$ cat src/rtl/rom_pkg.sv
// Shared definitions for the lookup-ROM read path.
//   ADDR_W / DATA_W : ROM geometry ({bank[1:0], idx[2:0]} x 8-bit BCD entries)
//   BANK_A/B/C      : the three populated table banks (bank 00 is unused)
//   MAX_LEN         : longest legal burst (one full table)
//   state_e         : burst reader FSM states
//   req_legal()     : request legality check used at accept time
package rom_pkg;

  localparam int ADDR_W  = 5;
  localparam int DATA_W  = 8;
  localparam int MAX_LEN = 8;

  localparam logic [1:0] BANK_A = 2'b01;
  localparam logic [1:0] BANK_B = 2'b10;
  localparam logic [1:0] BANK_C = 2'b11;

  typedef enum logic [1:0] {
    ST_IDLE,
    ST_ISSUE,
    ST_DRAIN,
    ST_ERR
  } state_e;

  function automatic logic req_legal(input logic [1:0] bank, input logic [3:0] len);
    return (bank inside {BANK_A, BANK_B, BANK_C}) && (len != 4'd0) && (int'(len) <= MAX_LEN);
  endfunction

endpackage

$ cat src/rtl/rom_rd_fifo.sv
// Output buffer for the burst reader: synchronous FIFO holding {last, data}.
//   clk, reset     : clock, async active-low reset (clears pointers and count)
//   push/push_data : write strobe and entry
//   pop            : consume head entry
//   head_data      : current head entry (valid while !empty)
//   count          : number of stored entries
//   empty          : no entries stored
module rom_rd_fifo #(
  parameter int DEPTH = 4,
  parameter int WIDTH = 9
) (
  input  logic                       clk,
  input  logic                       reset,
  input  logic                       push,
  input  logic [WIDTH-1:0]           push_data,
  input  logic                       pop,
  output logic [WIDTH-1:0]           head_data,
  output logic [$clog2(DEPTH):0]     count,
  output logic                       empty
);

  localparam int PW = $clog2(DEPTH);

  logic [WIDTH-1:0] mem [DEPTH];
  logic [PW-1:0]    wr_ptr;
  logic [PW-1:0]    rd_ptr;
  logic             full;
  logic             do_push;
  logic             do_pop;

  assign empty     = (count == '0);
  assign full      = (count == (PW+1)'(DEPTH));
  // A push into a full FIFO is only accepted when the head leaves on the same edge.
  assign do_push   = push && (!full || pop);
  assign do_pop    = pop && !empty;
  assign head_data = mem[rd_ptr];

  always_ff @(posedge clk or negedge reset) begin
    if (!reset) begin
      wr_ptr <= '0;
      rd_ptr <= '0;
      count  <= '0;
    end else begin
      if (do_push) wr_ptr <= wr_ptr + 1'b1;
      if (do_pop)  rd_ptr <= rd_ptr + 1'b1;
      case ({do_push, do_pop})
        2'b10:   count <= count + 1'b1;
        2'b01:   count <= count - 1'b1;
        default: count <= count;
      endcase
    end
  end

  always_ff @(posedge clk) begin
    if (do_push) mem[wr_ptr] <= push_data;
  end

  // The reader's credit scheme must never let a write land on a full buffer.
  overflow_chk: assert property (@(posedge clk) disable iff (!reset) !(push && full && !pop))
    else $error("rom_rd_fifo: write into full buffer");

endmodule

$ cat src/rtl/rom_burst_reader.sv
// Burst read controller for the 32x8 lookup ROM.
//   clk, reset              : clock, async active-low reset
//   req_valid/req_ready     : burst request handshake (ready only in IDLE)
//   req_bank/start/len      : table bank, first index, entry count (1..8)
//   rom_addr / rom_data     : registered ROM address, ROM output (1-cycle latency)
//   out_valid/ready/data/last : entry stream to the consumer
//   busy                    : request accepted, last entry not yet consumed
//   err                     : one-cycle pulse on an illegal request
//
// state    | meaning
// ---------+--------------------------------------------------------------
// ST_IDLE  | waiting for a request, req_ready high
// ST_ISSUE | issuing ROM addresses, limited by free buffer credit
// ST_DRAIN | all addresses issued, waiting for the last entry to be popped
// ST_ERR   | illegal request seen, err pulses for this one cycle
module rom_burst_reader #(
  parameter int ADDR_W     = rom_pkg::ADDR_W,
  parameter int DATA_W     = rom_pkg::DATA_W,
  parameter int FIFO_DEPTH = 4
) (
  input  logic              clk,
  input  logic              reset,
  input  logic              req_valid,
  output logic              req_ready,
  input  logic [1:0]        req_bank,
  input  logic [2:0]        req_start,
  input  logic [3:0]        req_len,
  output logic [ADDR_W-1:0] rom_addr,
  input  logic [DATA_W-1:0] rom_data,
  output logic              out_valid,
  input  logic              out_ready,
  output logic [DATA_W-1:0] out_data,
  output logic              out_last,
  output logic              busy,
  output logic              err
);

  import rom_pkg::*;

  localparam int CW = $clog2(FIFO_DEPTH) + 1;

  state_e            state;
  logic [1:0]        bank_q;
  logic [2:0]        idx_q;
  logic [3:0]        rem_q;
  // s1: address issued last edge; s2: rom_data valid now. l1/l2 carry the last flag.
  logic              s1, s2, l1, l2;
  logic [CW-1:0]     fifo_count;
  logic              fifo_empty;
  logic [DATA_W:0]   fifo_head;
  logic [CW:0]       occupancy;
  logic              issue;
  logic              pop;

  // Entries in flight count against the buffer so the ROM never outruns it.
  assign occupancy = {1'b0, fifo_count} + {{CW{1'b0}}, s1} + {{CW{1'b0}}, s2};
  assign issue     = (state == ST_ISSUE) && (rem_q != 4'd0) && (occupancy < (CW+1)'(FIFO_DEPTH));
  assign pop       = out_valid && out_ready;

  assign out_valid = !fifo_empty;
  assign out_data  = out_valid ? fifo_head[DATA_W-1:0] : '0;
  assign out_last  = out_valid && fifo_head[DATA_W];

  rom_rd_fifo #(
    .DEPTH (FIFO_DEPTH),
    .WIDTH (DATA_W + 1)
  ) u_fifo (
    .clk       (clk),
    .reset     (reset),
    .push      (s2),
    .push_data ({l2, rom_data}),
    .pop       (pop),
    .head_data (fifo_head),
    .count     (fifo_count),
    .empty     (fifo_empty)
  );

  always_ff @(posedge clk or negedge reset) begin
    if (!reset) begin
      state     <= ST_IDLE;
      bank_q    <= '0;
      idx_q     <= '0;
      rem_q     <= '0;
      s1        <= 1'b0;
      s2        <= 1'b0;
      l1        <= 1'b0;
      l2        <= 1'b0;
      rom_addr  <= '0;
      req_ready <= 1'b0;
      busy      <= 1'b0;
      err       <= 1'b0;
    end else begin
      s1  <= issue;
      l1  <= issue && (rem_q == 4'd1);
      s2  <= s1;
      l2  <= l1;
      err <= 1'b0;
      case (state)
        ST_IDLE: begin
          if (req_valid && req_ready) begin
            bank_q    <= req_bank;
            idx_q     <= req_start;
            rem_q     <= req_len;
            req_ready <= 1'b0;
            if (req_legal(req_bank, req_len)) begin
              state <= ST_ISSUE;
              busy  <= 1'b1;
            end else begin
              state <= ST_ERR;
              err   <= 1'b1;
            end
          end else begin
            req_ready <= 1'b1;
          end
        end
        ST_ISSUE: begin
          if (issue) begin
            rom_addr <= ADDR_W'({bank_q, idx_q});
            idx_q    <= idx_q + 3'd1;  // wraps inside the selected bank
            rem_q    <= rem_q - 4'd1;
            if (rem_q == 4'd1) state <= ST_DRAIN;
          end
        end
        ST_DRAIN: begin
          if (!s1 && !s2 && pop && out_last) begin
            state     <= ST_IDLE;
            busy      <= 1'b0;
            req_ready <= 1'b1;
          end
        end
        ST_ERR: begin
          state     <= ST_IDLE;
          req_ready <= 1'b1;
        end
        default: state <= ST_IDLE;
      endcase
    end
  end

endmodule

$ cat config.mk
export PLATFORM = sky130hd
export DESIGN_NAME = rom_burst_reader
export DESIGN_NICKNAME = d
export VERILOG_FILES = /design/src/rtl/rom_pkg.sv /design/src/rtl/rom_rd_fifo.sv /design/src/rtl/rom_burst_reader.sv
export SDC_FILE = /design/constraint.sdc
export NUM_CORES = 1
export LEC_CHECK = 0
export ABC_AREA = 1
export CORE_MARGIN = 2
export CORE_UTILIZATION = 45
export DETAILED_ROUTE_END_ITERATION = 10
export PLACE_DENSITY = 0.67
export SLEW_MARGIN = 30
export SYNTH_ARGS = -nofsm -noshare
export SYNTH_HDL_FRONTEND = slang
export SYNTH_HIERARCHICAL = 1
export SYNTH_SLANG_ARGS = --single-unit
$ cat constraint.sdc
create_clock -name clk -period 3.04 [get_ports clk]
set_input_delay 0.304 -clock clk [delete_from_list [all_inputs] [get_ports clk]]
set_output_delay 0.304 -clock clk [all_outputs]
set_load 0.01 [all_outputs]
==> metrics.md <==
| Metric | Value |
|---|---|
| Die X-Extent | `87.4 µm` |
| Post-synthesis instance area | `3130 µm²` |
| Post-layout nets | `405` |
| Worst setup SP type | `flip-flop` |
| Measured slew at the worst slew-check pin | `0.674 ns` |
| Number of port buffers | `38` |
| Normalized max-slew margin | `55.0%` |
| Reported max-cap violation count | `0` |
| Core area | `6760 µm²` |
| Worst Path Max Fanout | `28` |
| Leakage power | `1.75 nW` |
| TritonCTS buffer count | `9` |
| Number of nets produced by synthesis | `360` |
| Drt drc | `0` |
| Number of placed instances, taps included | `443` |
| Pin count of the biggest net entering global routing | `31` |
| Post-CTS Setup Repair Bufs | `0` |
| Gr usage total | `16.8%` |
| Total of hold buffers inserted after clock tree synthesis | `0` |
| Run status | `complete, no violations` |
| Required time of the critical path | `2.74 ns` |
| Count of synthesis-stage warnings from yosys | `6` |
| Final hold slack | `0.333 ns` |
| Number of pins with negative max-slew slack in the final report | `0` |
| Finished Layout Cells | `459` |
| WL/cell | `12.5 µm` |
| Crit path time final | `2.69 ns` |
| Final critical-path share of the clock period | `88.5%` |
| Flops & latches, synth | `66` |
| First-pass detailed-route iteration total | `5` |
| Fillers | `590` |
| Starting utilization of the core area | `46.3%` |
| Via-per-instance ratio | `4.78` |
| TritonCTS clock tree | `done` |
| Overflow after GRT | `0` |
| Routed wire length | `5720 µm` |
| Height of the die | `87.4 µm` |
| RR Startpoint | `u_fifo/count[0]$_DFFE_PN0P_` |
| Die Footprint | `7640 µm²` |
| Number of levels the H-tree was split into | `3` |
| Worst min-delay path class | `input pin to asynchronous set/reset pin` |
| Critical R2R Capture | `u_fifo/count[2]$_DFFE_PN0P_` |
| CTS Buffer Depth | `2` |
| Clock slew at reported path FFs | `0.08 ns` |
| Unrepaired setup endpoints after global routing | `no` |
| Power per cell area | `959 nW/µm²` |
| Final sum of negative setup slack | `0 ns` |
| Top-level port count | `39` |
| Final antenna-violating net count | `0` |
| Post-synth cell types | `29` |
| Crit. End Element | `output pin` |
| Number of DRC violations after detailed-routing iteration 0 | `110` |
| Post-cts gate resize count | `0` |
| Average cell area after synthesis | `9.52 µm²` |
| R2r worst-path depth | `14` |
| Syn Inst Count | `329` |
| Type of the setup path with the least slack | `flip-flop to output pin` |
| Number of antenna violations at the first check in global routing | `0` |
| Global-route wire length before repair | `9710 µm` |
| Share of the yosys chip area belonging to registers | `58.5%` |
| Growth of design area from synthesis to finish | `20.9%` |
| Skew final | `0.00997 ns` |
| Library cell used as clock root buffer | `sky130_fd_sc_hd__clkbuf_8` |
| Maximum vdd ir drop | `392 µV` |
| Arr. time, crit path | `2.39 ns` |
| Via count of the first global-routing pass | `2,113` |
| Row count | `30` |
| Fin worst setup slack | `0.349 ns` |
| Maximum frequency from static timing analysis | `0.372 GHz` |
| Via count of the routed design | `2,193` |
| Diode insertion count for antenna repair | `0` |
| Layout cells sized above 1 | `11.3%` |
| Global placement routability congestion | `0.801` |
| Reg2Reg Setup Slack | `0.49 ns` |
| Number of setup violations in the final report | `0` |
| Num Clock Sinks | `66` |
| DP Worst Slack | `0.508 ns` |
| Clock latency of the later-clocked register in the worst-skew pair | `0.34 ns` |
| Post-detailed-placement half-perimeter wirelength | `3960 µm` |
| Hold violation total from the final report | `0` |
[cell families after synthesis]
logic type      Yosys count  share of synthesized area (%)
compound gates           39                           7.71
buf+inv                  63                           8.95
flops                    66                           58.5
fa+ha+maj                10                           4.24
simple gates            150                           20.3
xor+xnor                  1                          0.280
[Yosys cell counts, drive strengths merged]
cell    count  share of area [%]
a31oi       1               0.20
nor2       41                5.1
clkbuf      1               0.12
or2         2               0.40
nand2      86                 11
nor3        2               0.32
fa          1               0.64
ha          9                3.6
inv        54                6.5
and2        1               0.20
nand4       2               0.40
o211ai      9                2.2
edfxtp     36                 35
nand3      14                2.2
o21ai      27                5.0
dfrtp      30                 24
buf         8                2.4
nor3b       1               0.24
a21oi       2               0.32
nand3b      1               0.24
xnor2       1               0.28
[layer usage]
layer / GRT usage, % / share of wire (%) / up-vias
met4: 8.39 / 2.0 / 0
met5: 0 / 0 / -
li1: - / - / 1143
met3: 3.13 / 3.2 / 9
met2: 26.1 / 47 / 30
met1: 22.6 / 47 / 1011
[how the worst max path moves through the flow]
| stage | startpoint | slack (ns) | to |
|---|---|---|---|
| final | u_fifo/rd_ptr[0]$_DFFE_PN0P_ | 0.35 | out_last |
| after global routing | u_fifo/rd_ptr[0]$_DFFE_PN0P_ | 0.14 | out_last |
| after CTS | u_fifo/rd_ptr[0]$_DFFE_PN0P_ | 0.29 | out_last |
| after detailed placement | u_fifo/count[0]$_DFFE_PN0P_ | 0.51 | u_fifo/count[2]$_DFFE_PN0P_ |
| after global placement | u_fifo/count[0]$_DFFE_PN0P_ | 0.60 | u_fifo/count[2]$_DFFE_PN0P_ |
| after floorplan | u_fifo/count[0]$_DFFE_PN0P_ | 0.81 | u_fifo/count[2]$_DFFE_PN0P_ |
[final cells by class]
type                    count  area, µm²  area share [%]
repair buffers             43        418            11.0
inverters                  54        203            5.35
multi-input cells         200       1020            26.9
well taps                  80        100            2.64
clock buffers              11        174            4.59
clock inverters             5       41.3            1.09
flip-flops and latches     66       1830            48.4
[sequential cells by signal (all words and copies together), names as in the netlist]
name / count
u_fifo/wr_ptr: 2
idx_q: 3
l2: 1
u_fifo/rd_ptr: 2
rem_q: 4
req_ready: 1
s2: 1
u_fifo/count: 3
l1: 1
rom_addr: 5
busy: 1
bank_q: 2
err: 1
u_fifo/mem: 36
s1: 1
state: 2
[worst max-delay path, cell delays in order, from the launching register on]
cell and delay (ns):
sky130_fd_sc_hd__dfrtp_1 0.52, sky130_fd_sc_hd__inv_2 0.42, sky130_fd_sc_hd__nor2_1 0.07, sky130_fd_sc_hd__nor2_1 0.08, sky130_fd_sc_hd__o21ai_0 0.09, sky130_fd_sc_hd__nand2_1 0.07
sky130_fd_sc_hd__inv_1 0.04, sky130_fd_sc_hd__nor2_1 0.17, sky130_fd_sc_hd__clkdlybuf4s50_1 0.57
[layout by cell type, fill, tap and decap left out]
cell	count
sky130_fd_sc_hd__nand2_1	77
sky130_fd_sc_hd__inv_1	51
sky130_fd_sc_hd__nor2_1	39
sky130_fd_sc_hd__clkdlybuf4s50_1	38
sky130_fd_sc_hd__edfxtp_1	36
sky130_fd_sc_hd__dfrtp_1	30
sky130_fd_sc_hd__o21ai_0	16
sky130_fd_sc_hd__nand3_1	14
sky130_fd_sc_hd__ha_1	9
sky130_fd_sc_hd__clkbuf_8	9
sky130_fd_sc_hd__o211ai_1	9
sky130_fd_sc_hd__nand2_2	8
sky130_fd_sc_hd__o21ai_2	6
sky130_fd_sc_hd__o21ai_1	5
sky130_fd_sc_hd__buf_4	5
sky130_fd_sc_hd__inv_2	3
sky130_fd_sc_hd__nor2_2	2
sky130_fd_sc_hd__nor3_1	2
sky130_fd_sc_hd__nand4_1	2
sky130_fd_sc_hd__or2_2	2
sky130_fd_sc_hd__a21oi_1	2
sky130_fd_sc_hd__clkinv_4	2
sky130_fd_sc_hd__clkbuf_16	2
sky130_fd_sc_hd__clkinvlp_4	2
sky130_fd_sc_hd__and2_1	1
sky130_fd_sc_hd__nor3b_1	1
sky130_fd_sc_hd__a31oi_1	1
sky130_fd_sc_hd__nand2_4	1
sky130_fd_sc_hd__inv_6	1
sky130_fd_sc_hd__xnor2_1	1
sky130_fd_sc_hd__nand3b_1	1
sky130_fd_sc_hd__fa_1	1
[report_power, final]
group	internal, mW	total [mW]	switching (mW)
sequential	1.16	1.36	0.195
combinational	0.665	1.51	0.848
clock	0.401	0.760	0.359
[metrics by stage]
step	utilization, %	power (mW)	instance area [µm²]
6_report	56.0	3.63	3790
5_1_grt	56.0	3.94	3790
4_1_cts	56.0	3.66	3790
3_5_place_dp	52.9	2.90	3570
3_3_place_gp	52.9	2.86	3570
2_1_floorplan	-	2.41	3130
No activity file was read; power rests on OpenSTA's default activity.
